`src/rtl/cache_pkg.sv`:
```
// Shared definitions for the data-cache miss controller: address geometry,
// FSM state encoding and address-split helpers.
package cache_pkg;

  localparam int ADDR_W   = 32;
  localparam int OFFSET_W = 2;
  localparam int SET_W    = 2;
  localparam int NUM_SET  = 1 << SET_W;
  localparam int TAG_W    = ADDR_W - SET_W - OFFSET_W;

  // Kept as plain 2-bit constants so older tools and netlist viewers see the
  // raw encoding.
  typedef logic [1:0] state_t;

  localparam state_t ST_IDLE      = 2'd0;
  localparam state_t ST_WRITEBACK = 2'd1;
  localparam state_t ST_REFILL    = 2'd2;
  localparam state_t ST_FILL      = 2'd3;

  function automatic logic [TAG_W-1:0] addr_tag(input logic [ADDR_W-1:0] addr);
    return addr[ADDR_W-1:SET_W+OFFSET_W];
  endfunction

  function automatic logic [SET_W-1:0] addr_set(input logic [ADDR_W-1:0] addr);
    return addr[SET_W+OFFSET_W-1:OFFSET_W];
  endfunction

endpackage

```
`src/rtl/lru_table.sv`:
```
// One LRU bit per set of a 2-way cache. The bit names the least-recently-used
// way. Combinational read port, single synchronous update port.
module lru_table #(
  parameter int NUM_SET = 4,
  parameter int SET_W   = 2
) (
  input  logic             clk_i,
  input  logic             rst_ni,
  input  logic [SET_W-1:0] rd_set_i,
  output logic             rd_lru_o,
  input  logic             upd_en_i,
  input  logic [SET_W-1:0] upd_set_i,
  input  logic             upd_lru_i
);

  logic [NUM_SET-1:0] lru_q;

  // Update the addressed set's LRU bit; all bits clear on reset.
  always_ff @(posedge clk_i or negedge rst_ni) begin
    if (!rst_ni) begin
      lru_q <= '0;
    end else if (upd_en_i) begin
      lru_q[upd_set_i] <= upd_lru_i;
    end
  end

  assign rd_lru_o = lru_q[rd_set_i];

endmodule

```
`src/rtl/cache_miss_ctrl.sv`:
```
// Miss sequencer for the 2-way set-associative data cache. Detects misses,
// stalls the pipeline, picks a victim, writes back a dirty victim, refills
// the line from data memory and installs it in the arrays.
//
// state     | meaning
// ----------+-----------------------------------------------
// IDLE      | accepting requests; hits update LRU only
// WRITEBACK | dirty victim being written to memory
// REFILL    | missed word being read from memory
// FILL      | one cycle: install line in the arrays
module cache_miss_ctrl #(
  parameter int NUM_SET = 4,
  parameter int TAG_W   = 28
) (
  input  logic             clk_i,
  input  logic             rst_ni,
  input  logic             req_valid_i,
  input  logic             req_write_i,
  input  logic [31:0]      req_addr_i,
  input  logic [31:0]      req_wdata_i,
  input  logic             hit_i,
  input  logic             hit_way_i,
  input  logic [1:0]       way_valid_i,
  input  logic             victim_dirty_i,
  input  logic [TAG_W-1:0] victim_tag_i,
  input  logic [31:0]      victim_data_i,
  output logic             victim_way_o,
  output logic             stall_o,
  output logic             mem_read_o,
  output logic             mem_write_o,
  output logic [31:0]      mem_addr_o,
  output logic [31:0]      mem_wdata_o,
  input  logic             mem_valid_i,
  input  logic [31:0]      mem_rdata_i,
  output logic             fill_en_o,
  output logic             fill_way_o,
  output logic [TAG_W-1:0] fill_tag_o,
  output logic [31:0]      fill_data_o,
  output logic             fill_dirty_o
);

  import cache_pkg::*;

  state_t             state_q, state_d;
  logic [31:2]        addr_q, addr_d;
  logic               write_q, write_d;
  logic [31:0]        wdata_q, wdata_d;
  logic               way_q, way_d;
  logic [TAG_W-1:0]   vtag_q, vtag_d;
  logic [31:0]        vdata_q, vdata_d;
  logic [31:0]        rdata_q, rdata_d;

  logic [31:0]        addr_full_q;
  logic [SET_W-1:0]   set_sel;
  logic               lru_rd;
  logic               lru_upd_en;
  logic [SET_W-1:0]   lru_upd_set;
  logic               lru_upd_val;
  logic               miss;
  logic               unused_addr_lsb;

  // Byte-offset bits never matter: the line is one word.
  assign unused_addr_lsb = ^req_addr_i[1:0];

  assign addr_full_q = {addr_q, 2'b00};
  assign miss        = req_valid_i && !hit_i;

  // While a miss is in flight the latched set stays authoritative.
  assign set_sel = (state_q == ST_IDLE) ? addr_set(req_addr_i) : addr_set(addr_full_q);

  lru_table #(
    .NUM_SET (NUM_SET),
    .SET_W   (SET_W)
  ) u_lru (
    .clk_i     (clk_i),
    .rst_ni    (rst_ni),
    .rd_set_i  (set_sel),
    .rd_lru_o  (lru_rd),
    .upd_en_i  (lru_upd_en),
    .upd_set_i (lru_upd_set),
    .upd_lru_i (lru_upd_val)
  );

  // Victim choice: an invalid way first, otherwise the LRU way of the set.
  always_comb begin
    victim_way_o = lru_rd;
    if (!way_valid_i[0]) begin
      victim_way_o = 1'b0;
    end else if (!way_valid_i[1]) begin
      victim_way_o = 1'b1;
    end
  end

  // Next-state, miss latching and LRU update decisions.
  always_comb begin
    state_d     = state_q;
    addr_d      = addr_q;
    write_d     = write_q;
    wdata_d     = wdata_q;
    way_d       = way_q;
    vtag_d      = vtag_q;
    vdata_d     = vdata_q;
    rdata_d     = rdata_q;
    lru_upd_en  = 1'b0;
    lru_upd_set = addr_set(addr_full_q);
    lru_upd_val = 1'b0;
    case (state_q)
      ST_IDLE: begin
        if (req_valid_i && hit_i) begin
          lru_upd_en  = 1'b1;
          lru_upd_set = addr_set(req_addr_i);
          lru_upd_val = ~hit_way_i;
        end else if (miss) begin
          addr_d  = req_addr_i[31:2];
          write_d = req_write_i;
          wdata_d = req_wdata_i;
          way_d   = victim_way_o;
          vtag_d  = victim_tag_i;
          vdata_d = victim_data_i;
          // Only a valid and dirty victim needs to go back to memory.
          if (way_valid_i[victim_way_o] && victim_dirty_i) begin
            state_d = ST_WRITEBACK;
          end else begin
            state_d = ST_REFILL;
          end
        end
      end
      ST_WRITEBACK: begin
        if (mem_valid_i) begin
          state_d = ST_REFILL;
        end
      end
      ST_REFILL: begin
        if (mem_valid_i) begin
          rdata_d = mem_rdata_i;
          state_d = ST_FILL;
        end
      end
      ST_FILL: begin
        lru_upd_en  = 1'b1;
        lru_upd_set = addr_set(addr_full_q);
        lru_upd_val = ~way_q;
        state_d     = ST_IDLE;
      end
      default: begin
        state_d = ST_IDLE;
      end
    endcase
  end

  // State and latched miss context.
  always_ff @(posedge clk_i or negedge rst_ni) begin
    if (!rst_ni) begin
      state_q <= ST_IDLE;
      addr_q  <= '0;
      write_q <= 1'b0;
      wdata_q <= '0;
      way_q   <= 1'b0;
      vtag_q  <= '0;
      vdata_q <= '0;
      rdata_q <= '0;
    end else begin
      state_q <= state_d;
      addr_q  <= addr_d;
      write_q <= write_d;
      wdata_q <= wdata_d;
      way_q   <= way_d;
      vtag_q  <= vtag_d;
      vdata_q <= vdata_d;
      rdata_q <= rdata_d;
    end
  end

  // Output decode. Stall is gated by reset so it drops the instant reset
  // asserts, even if a miss request is presented at that moment.
  always_comb begin
    stall_o      = 1'b0;
    mem_read_o   = 1'b0;
    mem_write_o  = 1'b0;
    mem_addr_o   = '0;
    mem_wdata_o  = '0;
    fill_en_o    = 1'b0;
    fill_way_o   = 1'b0;
    fill_tag_o   = '0;
    fill_data_o  = '0;
    fill_dirty_o = 1'b0;
    case (state_q)
      ST_IDLE: begin
        stall_o = miss && rst_ni;
      end
      ST_WRITEBACK: begin
        stall_o     = 1'b1;
        mem_write_o = 1'b1;
        mem_addr_o  = {vtag_q, addr_set(addr_full_q), 2'b00};
        mem_wdata_o = vdata_q;
      end
      ST_REFILL: begin
        stall_o    = 1'b1;
        mem_read_o = 1'b1;
        mem_addr_o = addr_full_q;
      end
      ST_FILL: begin
        stall_o      = 1'b1;
        fill_en_o    = 1'b1;
        fill_way_o   = way_q;
        fill_tag_o   = addr_tag(addr_full_q);
        // Write-allocate: a store miss installs its own data, already dirty.
        fill_data_o  = write_q ? wdata_q : rdata_q;
        fill_dirty_o = write_q;
      end
      default: begin
        stall_o = 1'b0;
      end
    endcase
  end

endmodule

```
`config.mk`:
```
export PLATFORM = sky130hd
export DESIGN_NAME = cache_miss_ctrl
export DESIGN_NICKNAME = d
export VERILOG_FILES = /design/src/rtl/cache_pkg.sv /design/src/rtl/lru_table.sv /design/src/rtl/cache_miss_ctrl.sv
export SDC_FILE = /design/constraint.sdc
export NUM_CORES = 1
export LEC_CHECK = 0
export CAP_MARGIN = 20
export CORE_MARGIN = 3
export CORE_UTILIZATION = 40
export CTS_BUF_LIST = sky130_fd_sc_hd__clkbuf_4 sky130_fd_sc_hd__clkbuf_8 sky130_fd_sc_hd__clkbuf_16
export CTS_CLUSTER_SIZE = 28
export DETAILED_ROUTE_END_ITERATION = 7
export MAX_ROUTING_LAYER = met4
export PLACE_DENSITY = 0.74
export SYNTH_ARGS = -nofsm -noshare
export SYNTH_HDL_FRONTEND = slang
export SYNTH_SLANG_ARGS = --single-unit
export TNS_END_PERCENT = 30
```
`constraint.sdc`:
```
create_clock -name clk_i -period 2.8 [get_ports clk_i]
set_input_delay 0.42 -clock clk_i [delete_from_list [all_inputs] [get_ports clk_i]]
set_output_delay 0.42 -clock clk_i [all_outputs]
set_load 0.02 [all_outputs]
```
==> results.ini <==
[run_status]
outcome = completed

[setup_path]
worstPathRequired_ns = 2.38
cp.arrival_ns = 2.35
crit_buf_inv = 2
reg2reg_depth = 8
cpMaxStageDelayCell = dfrtp_1
worst-path-stages = 7
critical_path_class = reg -> out
critical_path.startpoint_type = register
r2r_slack_ns = 0.68
path_max_fanout = 5
cp-end-kind = output pin
max_stage_delay_ns = 0.40
worstPathCellList = inv_1, ha_2, mux2i_1, or2_0, a221oi_2, o21ai_1, dlygate4sd2_1
cp_top_family = buffers and inverters

[floorplanning]
die-area_um2 = 21000
die_y_um = 145
start_util_pct = 40.9
die_w_um = 145
core_area_um2 = 18800
rows = 50
ioPinCount = 297

[flow_run]
drv_cap = 0

[global_routing]
grt_max_degree = 163
first_global_vias = 6652
grt_pass1_wl_mm = 34.5
overflow = 0
antenna_found_initial = 0
grt_usage_pct = 21.6

[clocking]
clock-sinks = 162
clockBufferDepth = 2
clk_pin_slew_ns = 0.07
ctsHoldBuffers = 0
cts_tree = yes
h-tree-depth = 4
insertion_delay_ns = 0.42
numCtsBuffers = 17
root_buffer = clkbuf_16

[pwr]
p_total_mw = 12.1
power_density_nw_per_um2 = 1040
ir_drop_v = 0.000578
p_leak_nw = 5.61

[routing]
vias_per_cell = 4.79
drc_errors = 0
first_pass_iters = 5
drt_first_iter_violations = 275
wire_per_inst_um = 15.8
ant_nets = 0
wirelength_mm = 22.3
via_count = 6754

[timing]
fin_crit_ns = 2.77
relSlewSlack_pct = 30.9
fin_worst_skew_ns = 0.0111
whs_ns = 0.0353
tightest_slew_ns = 1.04
drv_slew = 0
rsz0062_at_grt = true
max_freq_mhz = 361
setup_viol = 0
hold_viol_final = 0
fin_crit_sh_pct = 98.9

[cells_and_area]
nets = 1307
layout_common_cells = nand2_1 (369), clkdlybuf4s50_1 (270), dfrtp_1 (160)
utilization_pct = 61.5
syn_to_final_growth_pct = 50.3
diodes = 0
final_common_cell = nand2_1
layout-drive-gt1-share_pct = 6.35

[min_path]
hp-class = in -> async

[synthesis]
netlist_instances = 864
synth_area_per_cell_um2 = 8.92
ys_warn_count = 0
synth.ff_latch_count = 162
synth.distinct_cells = 43
syn-cell-area_um2 = 7710
seq_area_frac_synth_pct = 52.6

[placed_design]
io_buffers = 292
gp_congestion = 0.794
post-dp-hpwl_mm = 14.6

-- Yosys cell counts --
cell type,instances,area share [%]
o21ai_0,3,0.19
o21ai_1,4,0.26
dfrtp_1,162,53
nor3b_2,1,0.16
nand3b_1,1,0.097
buf_4,2,0.19
nor2_1,34,1.7
nor4_1,3,0.24
mux2_1,26,3.8
clkbuf_2,1,0.065
mux2_4,1,0.19
or2_1,1,0.081
a211oi_1,1,0.097
mux2i_1,33,4.3
o2bb2a_4,1,0.26
a22oi_2,1,0.16
a221oi_1,1,0.11
and3_1,2,0.16
nand4_1,1,0.081
a31oi_1,1,0.081
mux2_2,9,1.3
conb_1,1,0.049
nand3_2,1,0.13
o2111ai_1,1,0.11
nor2b_1,29,2.4
clkbuf_1,20,0.97
nor3_1,1,0.065
buf_2,29,1.9
inv_1,8,0.39
nand4b_1,1,0.11
o211ai_1,2,0.19
nand3_1,1,0.065
inv_2,2,0.097
a22oi_1,29,2.8
o22ai_1,1,0.081
and2_1,62,5.0
nand2_1,369,18
o2bb2ai_1,1,0.11
a21oi_1,3,0.19
nand2b_1,3,0.24
or2_0,1,0.081
buf_1,6,0.29
ha_1,4,0.65
-- routing by layer --
metal  track usage (%)  vias up  routed length [µm]  part of all wire (%)
li1                  -     3285                   -                     -
met1              28.8     3215                9700                    44
met2              32.5      224               10500                    47
met3              5.26       30                1530                   6.9
met4              7.41        0                 530                   2.4
met5                 -        -                   0                     0
-- registers in the layout (all words and copies together) (netlist names) --
register	cells
state_q	2
rdata_q	32
write_q	1
way_q	1
vtag_q	28
u_lru.lru_q	4
wdata_q	32
vdata_q	32
addr_q	30
-- final cells by class --
type / instances / area, µm²
fillers: 1609 / 7240
multi-input cells: 635 / 3380
repair buffers: 311 / 3220
clock buffers: 20 / 448
clock inverters: 12 / 124
flip-flops and latches: 162 / 4060
well taps: 260 / 325
inverters: 10 / 40.0
-- timing repair --
action,CTS,global route
gates resized for setup,8,19
endpoints found under the hold margin,0,0
setup buffers,0,0
endpoints found under the setup margin,52,29
-- metrics by stage --
stage | instance area [µm²] | worst slack, ns | TNS (ns) | instances
finish | 11600 | 0.0297 | 0 | 1410
global route | 11600 | -0.0986 | -0.174 | 1410
CTS | 11500 | 0.00991 | 0 | 1410
detailed placement | 10900 | 0.0502 | 0 | 1378
global placement | 10900 | 0.0773 | 0 | 1378
floorplan | 7710 | 0.644 | 0 | 865
-- logic make-up after synthesis --
logic type / synth area share (%)
flip-flops: 52.6
buffers and inverters: 3.90
AND/OR/NAND/NOR: 28.5
multiplexers: 9.59
AO/OA/AOI/OAI: 4.69
adder cells (fa/ha/maj): 0.649
other: 0.0486
-- worst paths after layout --
kind	from	to
worst max-delay path	state_q[1]$_DFFE_PN0P_	victim_way_o
worst min-delay path	rst_ni	rdata_q[13]$_DFFE_PN0P_
worst max register to register	state_q[1]$_DFFE_PN0P_	way_q$_DFFE_PN0P_
worst min register to register	vdata_q[17]$_DFFE_PN0P_	vdata_q[17]$_DFFE_PN0P_
max in group asynchronous	rst_ni	state_q[0]$_DFFE_PN0P_
min in group clk_i	vdata_q[17]$_DFFE_PN0P_	vdata_q[17]$_DFFE_PN0P_
-- report_power, final --
part	leakage, nW	switching [mW]	internal (mW)
clock	0.270	0.989	1.27
combinational	3.34	3.02	2.69
sequential	2.00	0.632	3.45
Power figures use the tool's default switching activity.
